**config.mk**
```make
export PLATFORM = sky130hd
export DESIGN_NAME = mem_port_arbiter
export DESIGN_NICKNAME = d
export VERILOG_FILES = /design/src/rtl/mem_port_arbiter.sv
export SDC_FILE = /design/constraint.sdc
export NUM_CORES = 1
export LEC_CHECK = 0
export ABC_CLOCK_PERIOD_IN_PS = 5750
export CAP_MARGIN = 10
export CORE_MARGIN = 2
export CORE_UTILIZATION = 47
export DETAILED_ROUTE_END_ITERATION = 8
export PLACE_DENSITY_LB_ADDON = 0.12
export SYNTH_ARGS = -nofsm -noshare
export SYNTH_HDL_FRONTEND = slang
export SYNTH_SLANG_ARGS = --single-unit
```
**constraint.sdc**
```tcl
create_clock -name iCLK -period 5.75 [get_ports iCLK]
set_input_delay 0.575 -clock iCLK [delete_from_list [all_inputs] [get_ports iCLK]]
set_output_delay 0.575 -clock iCLK [all_outputs]
set_load 0.02 [all_outputs]
```
**src/rtl/mem_port_arbiter.sv**
```systemverilog
// rtl/mem_port_arbiter.sv - single-port memory arbiter between IF fetch and MEM load/store, MEM has priority
module mem_port_arbiter #(
  parameter int ADDR_WIDTH     = 32,
  parameter int DATA_WIDTH     = 32,
  parameter int TIMEOUT_CYCLES = 255
) (
  input  logic                    iCLK,
  input  logic                    iRST_n,
  input  logic                    iIF_Req,
  input  logic [ADDR_WIDTH-1:0]   iIF_Addr,
  input  logic                    iIF_Flush,
  output logic [DATA_WIDTH-1:0]   oIF_RData,
  output logic                    oIF_Done,
  output logic                    oIF_Stall,
  input  logic                    iMEM_Req,
  input  logic                    iMEM_Write,
  input  logic [ADDR_WIDTH-1:0]   iMEM_Addr,
  input  logic [DATA_WIDTH-1:0]   iMEM_WData,
  input  logic [DATA_WIDTH/8-1:0] iMEM_ByteEn,
  output logic [DATA_WIDTH-1:0]   oMEM_RData,
  output logic                    oMEM_Done,
  output logic                    oMEM_Stall,
  output logic                    oMem_Req,
  output logic                    oMem_Write,
  output logic [ADDR_WIDTH-1:0]   oMem_Addr,
  output logic [DATA_WIDTH-1:0]   oMem_WData,
  output logic [DATA_WIDTH/8-1:0] oMem_ByteEn,
  input  logic                    iMem_Ack,
  input  logic [DATA_WIDTH-1:0]   iMem_RData,
  output logic                    oTimeoutErr
);

  localparam int BE_WIDTH = DATA_WIDTH / 8;
  localparam logic [16:0] TIMEOUT_LIMIT = 17'(TIMEOUT_CYCLES);

  typedef enum logic [1:0] {
    IDLE,
    DATA,
    INST,
    INST_DROP
  } state_e;

  state_e                state_q, state_d;
  logic [15:0]           wait_cnt_q, wait_cnt_d;
  logic                  mem_req_q, mem_req_d;
  logic                  mem_write_q, mem_write_d;
  logic [ADDR_WIDTH-1:0] mem_addr_q, mem_addr_d;
  logic [DATA_WIDTH-1:0] mem_wdata_q, mem_wdata_d;
  logic [BE_WIDTH-1:0]   mem_be_q, mem_be_d;
  logic [DATA_WIDTH-1:0] if_rdata_q, if_rdata_d;
  logic                  if_done_q, if_done_d;
  logic [DATA_WIDTH-1:0] data_rdata_q, data_rdata_d;
  logic                  data_done_q, data_done_d;
  logic                  timeout_err_q, timeout_err_d;

  logic                  data_grant;
  logic                  inst_grant;
  logic [16:0]           wait_next;
  logic                  timeout_hit;

  // A requester still showing its Done pulse has not yet dropped its request.
  assign data_grant  = iMEM_Req & ~data_done_q;
  assign inst_grant  = iIF_Req & ~iIF_Flush & ~if_done_q;
  assign wait_next   = {1'b0, wait_cnt_q} + 17'd1;
  assign timeout_hit = (wait_next >= TIMEOUT_LIMIT);

  always_comb begin
    state_d       = state_q;
    wait_cnt_d    = wait_cnt_q;
    mem_req_d     = mem_req_q;
    mem_write_d   = mem_write_q;
    mem_addr_d    = mem_addr_q;
    mem_wdata_d   = mem_wdata_q;
    mem_be_d      = mem_be_q;
    if_rdata_d    = if_rdata_q;
    if_done_d     = 1'b0;
    data_rdata_d  = data_rdata_q;
    data_done_d   = 1'b0;
    timeout_err_d = timeout_err_q;

    case (state_q)
      IDLE: begin
        if (data_grant) begin
          mem_req_d   = 1'b1;
          mem_write_d = iMEM_Write;
          mem_addr_d  = iMEM_Addr;
          mem_wdata_d = iMEM_WData;
          mem_be_d    = iMEM_ByteEn;
          wait_cnt_d  = '0;
          state_d     = DATA;
        end else if (inst_grant) begin
          mem_req_d   = 1'b1;
          mem_write_d = 1'b0;
          mem_addr_d  = iIF_Addr;
          mem_wdata_d = '0;
          mem_be_d    = '1;
          wait_cnt_d  = '0;
          state_d     = INST;
        end
      end

      DATA: begin
        if (iMem_Ack) begin
          mem_req_d   = 1'b0;
          mem_write_d = 1'b0;
          if (!mem_write_q) begin
            data_rdata_d = iMem_RData;
          end
          data_done_d = 1'b1;
          state_d     = IDLE;
        end else if (timeout_hit) begin
          // Still complete the access so the pipeline is not frozen forever.
          mem_req_d     = 1'b0;
          mem_write_d   = 1'b0;
          data_rdata_d  = '0;
          data_done_d   = 1'b1;
          timeout_err_d = 1'b1;
          state_d       = IDLE;
        end else begin
          wait_cnt_d = wait_cnt_q + 16'd1;
        end
      end

      INST: begin
        if (iMem_Ack) begin
          // Completion beats a same-cycle flush; IF discards it on its side.
          mem_req_d  = 1'b0;
          if_rdata_d = iMem_RData;
          if_done_d  = 1'b1;
          state_d    = IDLE;
        end else if (iIF_Flush) begin
          wait_cnt_d = '0;
          state_d    = INST_DROP;
        end else if (timeout_hit) begin
          mem_req_d     = 1'b0;
          if_rdata_d    = '0;
          if_done_d     = 1'b1;
          timeout_err_d = 1'b1;
          state_d       = IDLE;
        end else begin
          wait_cnt_d = wait_cnt_q + 16'd1;
        end
      end

      INST_DROP: begin
        if (iMem_Ack) begin
          mem_req_d = 1'b0;
          state_d   = IDLE;
        end else if (timeout_hit) begin
          mem_req_d     = 1'b0;
          timeout_err_d = 1'b1;
          state_d       = IDLE;
        end else begin
          wait_cnt_d = wait_cnt_q + 16'd1;
        end
      end

      default: begin
        mem_req_d = 1'b0;
        state_d   = IDLE;
      end
    endcase
  end

  always_ff @(posedge iCLK or negedge iRST_n) begin
    if (!iRST_n) begin
      state_q       <= IDLE;
      wait_cnt_q    <= '0;
      mem_req_q     <= 1'b0;
      mem_write_q   <= 1'b0;
      mem_addr_q    <= '0;
      mem_wdata_q   <= '0;
      mem_be_q      <= '0;
      if_rdata_q    <= '0;
      if_done_q     <= 1'b0;
      data_rdata_q  <= '0;
      data_done_q   <= 1'b0;
      timeout_err_q <= 1'b0;
    end else begin
      state_q       <= state_d;
      wait_cnt_q    <= wait_cnt_d;
      mem_req_q     <= mem_req_d;
      mem_write_q   <= mem_write_d;
      mem_addr_q    <= mem_addr_d;
      mem_wdata_q   <= mem_wdata_d;
      mem_be_q      <= mem_be_d;
      if_rdata_q    <= if_rdata_d;
      if_done_q     <= if_done_d;
      data_rdata_q  <= data_rdata_d;
      data_done_q   <= data_done_d;
      timeout_err_q <= timeout_err_d;
    end
  end

  assign oMem_Req    = mem_req_q;
  assign oMem_Write  = mem_write_q;
  assign oMem_Addr   = mem_addr_q;
  assign oMem_WData  = mem_wdata_q;
  assign oMem_ByteEn = mem_be_q;
  assign oIF_RData   = if_rdata_q;
  assign oIF_Done    = if_done_q;
  assign oMEM_RData  = data_rdata_q;
  assign oMEM_Done   = data_done_q;
  assign oTimeoutErr = timeout_err_q;
  assign oIF_Stall   = iIF_Req & ~if_done_q;
  assign oMEM_Stall  = iMEM_Req & ~data_done_q;

endmodule

```
==> key figures <==
Outcome
  – Status: finished, final reports clean

Die
  – Num rows: 43
  – Core ar.: 13900 um^2
  – Die Ht: 124 um
  – I/O pin cnt: 278
  – Die width: 124 um
  – Die area: 15300 um^2
  – Initial core utilization: 48.2%

Cells and area
  – Synthesis-to-finish area growth: 52.1%
  – Fillers: 953
  – Final Util: 73.4%
  – Fraction of final layout cells sized beyond drive strength 1: 5.82%
  – Design area: 10200 um^2
  – Final #Nets: 1056
  – # diodes: 0
  – Highest-count cells in the layout ignoring fill and taps: clkdlybuf4s50_1, dfrtp_1, nand2_1
  – Most common cell after layout, fill and taps aside: clkdlybuf4s50_1

Clocking
  – TritonCTS Buffers: 17
  – Hold bufs inserted after CTS: 0
  – Post-CTS Setup Inserts: 0
  – Post-CTS Resized: 0
  – CTS Buffer Depth: 2
  – Clk slew on worst S/H paths: 60 ps
  – Clk Latency, worst-skew pair: 420 ps
  – Clk sinks: 155
  – CTS tree: yes
  – H-tree Lvls: 4
  – Clock root cell: clkbuf_16

Worst setup path
  – Reg2reg end: oMEM_RData[28]
  – Worst-path maximum fanout: 34
  – WP data required: 6080 ps
  – R2r startpoint: wait_cnt_q[1]
  – R2R setup slack: 2530 ps
  – Slowest cell on the critical path: o21ba_2
  – FF-to-FF path depth: 8
  – WP buf/inv: 0
  – Crit path launch type: register
  – Setup crit end kind: register
  – Worst-path cell chain: ha_1 -> nand4_1 -> nor4_1 -> mux2_2 -> a21oi_1 -> nand4_2 -> o21ba_2 -> o21ai_0
  – Kind of critical path: register to register
  – Critical path arrival: 3550 ps
  – Critical Path Max Stage Delay: 540 ps
  – CP delay by family, top: compound AO/OA/AOI/OAI gates

Yosys
  – Syn avg cell area: 10.2 um^2
  – Post-Syn Instances: 657
  – Post-synth EDFFs: 0
  – Sequential-to-total area share from yosys stat: 57.7%
  – Async SR Flop Fraction: 100%
  – Synthesized flop and latch total: 155
  – Synth Warn #: 0
  – Mapped Area: 6720 um^2
  – Synth Net Count: 798
  – Post-synth cell types: 50
  – Most frequently used flop master after synthesis: dfrtp_1

Drt
  – Via Count: 6139
  – Drt via density: 5.54
  – Antenna violation net count after detailed routing: 0
  – WL final: 20.1 mm
  – Initial DRC Count: 347
  – Router iterations before antenna repair: 5
  – DRC viols: 0
  – Routed wire per std cell: 18.1 um

Place
  – Buffers on Ports: 277
  – Placed cell areas: 9610 um^2
  – Gp weighted congestion: 0.915
  – Hpwl dp: 13.7 mm

Worst hold path
  – Min-delay worst type: primary input to async pin

Global route
  – GRT Total Usage: 26.5%
  – Gr ovfl total: 0
  – Vias in the first global route: 6058
  – First-pass GRT wire length: 31.1 mm
  – Largest net degree at the start of global routing: 95
  – Antenna violations before repair: 0

Timing
  – Final setup viols: 0
  – Worst Skew: 6.87 ps
  – Fin. Hold Viols: 0
  – Final period util: 56.0%
  – Max frequency: 311 MHz
  – Worst Max-Slew Pin Slew: 1160 ps
  – Setup TNS: 0 ps
  – RSZ-0062 raised after global routing: false
  – Slew Viols, Final: 0
  – Fin crit period: 3220 ps
  – Rel. slew slack: 22.7%

Job
  – Max-Cap Viols: 0

Power
  – Pwr dens: 566 nW/um^2
  – Pleak: 4.48 nW
  – Worst VDD drop: 0.384 mV
  – Total power: 5.79 mW
[final cells by class]
cell class | instances | area, um^2 | share of cell area, %
Sequential cell | 155 | 3880 | 37.9
Multi-Input combinational cell | 415 | 2510 | 24.6
Tap cell | 180 | 225 | 2.20
Timing Repair Buffer | 286 | 2840 | 27.8
Clock inverter | 7 | 110 | 1.08
Inverter | 40 | 150 | 1.47
Clock buffer | 25 | 505 | 4.94
[Yosys cell counts (4+ instances only)]
library cell | number | share of area [%]
nor2_1 | 43 | 2.4
nand2_1 | 113 | 6.3
nand3_1 | 13 | 0.97
dfrtp_1 | 155 | 58
buf_2 | 5 | 0.37
a22o_1 | 95 | 12
clkbuf_1 | 40 | 2.2
nor3_1 | 4 | 0.30
o21ai_0 | 42 | 3.1
a31oi_1 | 32 | 3.0
inv_1 | 39 | 2.2
o22a_1 | 5 | 0.65
nand2b_1 | 5 | 0.47
nor2b_1 | 7 | 0.65
o211ai_1 | 6 | 0.67
[metrics by stage]
stage | std cells | hold WS [ps] | setup slack (ps)
4_1_cts | 1108 | 273 | 2550
3_3_place_gp | 1076 | 466 | 2230
3_5_place_dp | 1076 | 476 | 2120
6_report | 1108 | 239 | 2530
5_1_grt | 1108 | 320 | 2230
2_1_floorplan | 657 | 279 | 3180
[state kept, by name, summed over array words and instances, names as in the netlist]
register and cells:
oIF_RData 32, oMem_WData 32, oMem_Write 1, oMEM_RData 32, oMEM_Done 1, oMem_Req 1
wait_cnt_q 16, oMem_ByteEn 4, oMem_Addr 32, oIF_Done 1, oTimeoutErr 1, state_q 2
[how the worst max path moves through the flow]
stage | startpoint | to | slack (ps) | depth (start not counted)
6_report | wait_cnt_q[1] | oMEM_RData[28] | 2530 | 8
5_1_grt | wait_cnt_q[1] | oMEM_RData[31] | 2230 | 8
4_1_cts | iIF_Flush | wait_cnt_q[0] | 2550 | 7
3_5_place_dp | iIF_Flush | wait_cnt_q[0] | 2120 | 7
3_3_place_gp | iIF_Flush | wait_cnt_q[0] | 2230 | 7
2_1_floorplan | wait_cnt_q[0] | wait_cnt_q[7] | 3180 | 9
[cell families (layout without fill, tap and decap cells)]
group | after synthesis | after routing | synth area share (%)
simple gates | 208 | 208 | 13.7
compound gates | 198 | 198 | 22.2
flops | 155 | 155 | 57.7
buf+inv | 87 | 358 | 5.06
xor+xnor | 4 | 4 | 0.521
mux | 3 | 3 | 0.484
fa+ha+maj | 2 | 2 | 0.372
[routing by layer]
| metal | up-vias | GRT usage [%] | share of wire [%] |
|---|---|---|---|
| met3 | 51 | 8.97 | 8.8 |
| met1 | 2983 | 33.0 | 39 |
| met2 | 266 | 42.1 | 48 |
| met4 | 0 | 11.5 | 3.5 |
| met5 | - | 0 | 0 |
| li1 | 2839 | - | - |
[worst register-to-register path, cell delays in order, from the launching register on]
cell and delay [ps]:
dfrtp_1 460, ha_1 320, nand4_1 150, nor4_1 250, mux2_2 380, a21oi_1 350
nand4_2 400, o21ba_2 540, o21ai_0 270
[power by group]
group          internal [mW]  total [mW]  leakage (nW)  switching, mW
clock network          0.738        1.16         0.307          0.423
logic                   1.31        2.71          2.26           1.39
registers               1.58        1.92          1.91          0.339
Power figures use the tool's default switching activity.
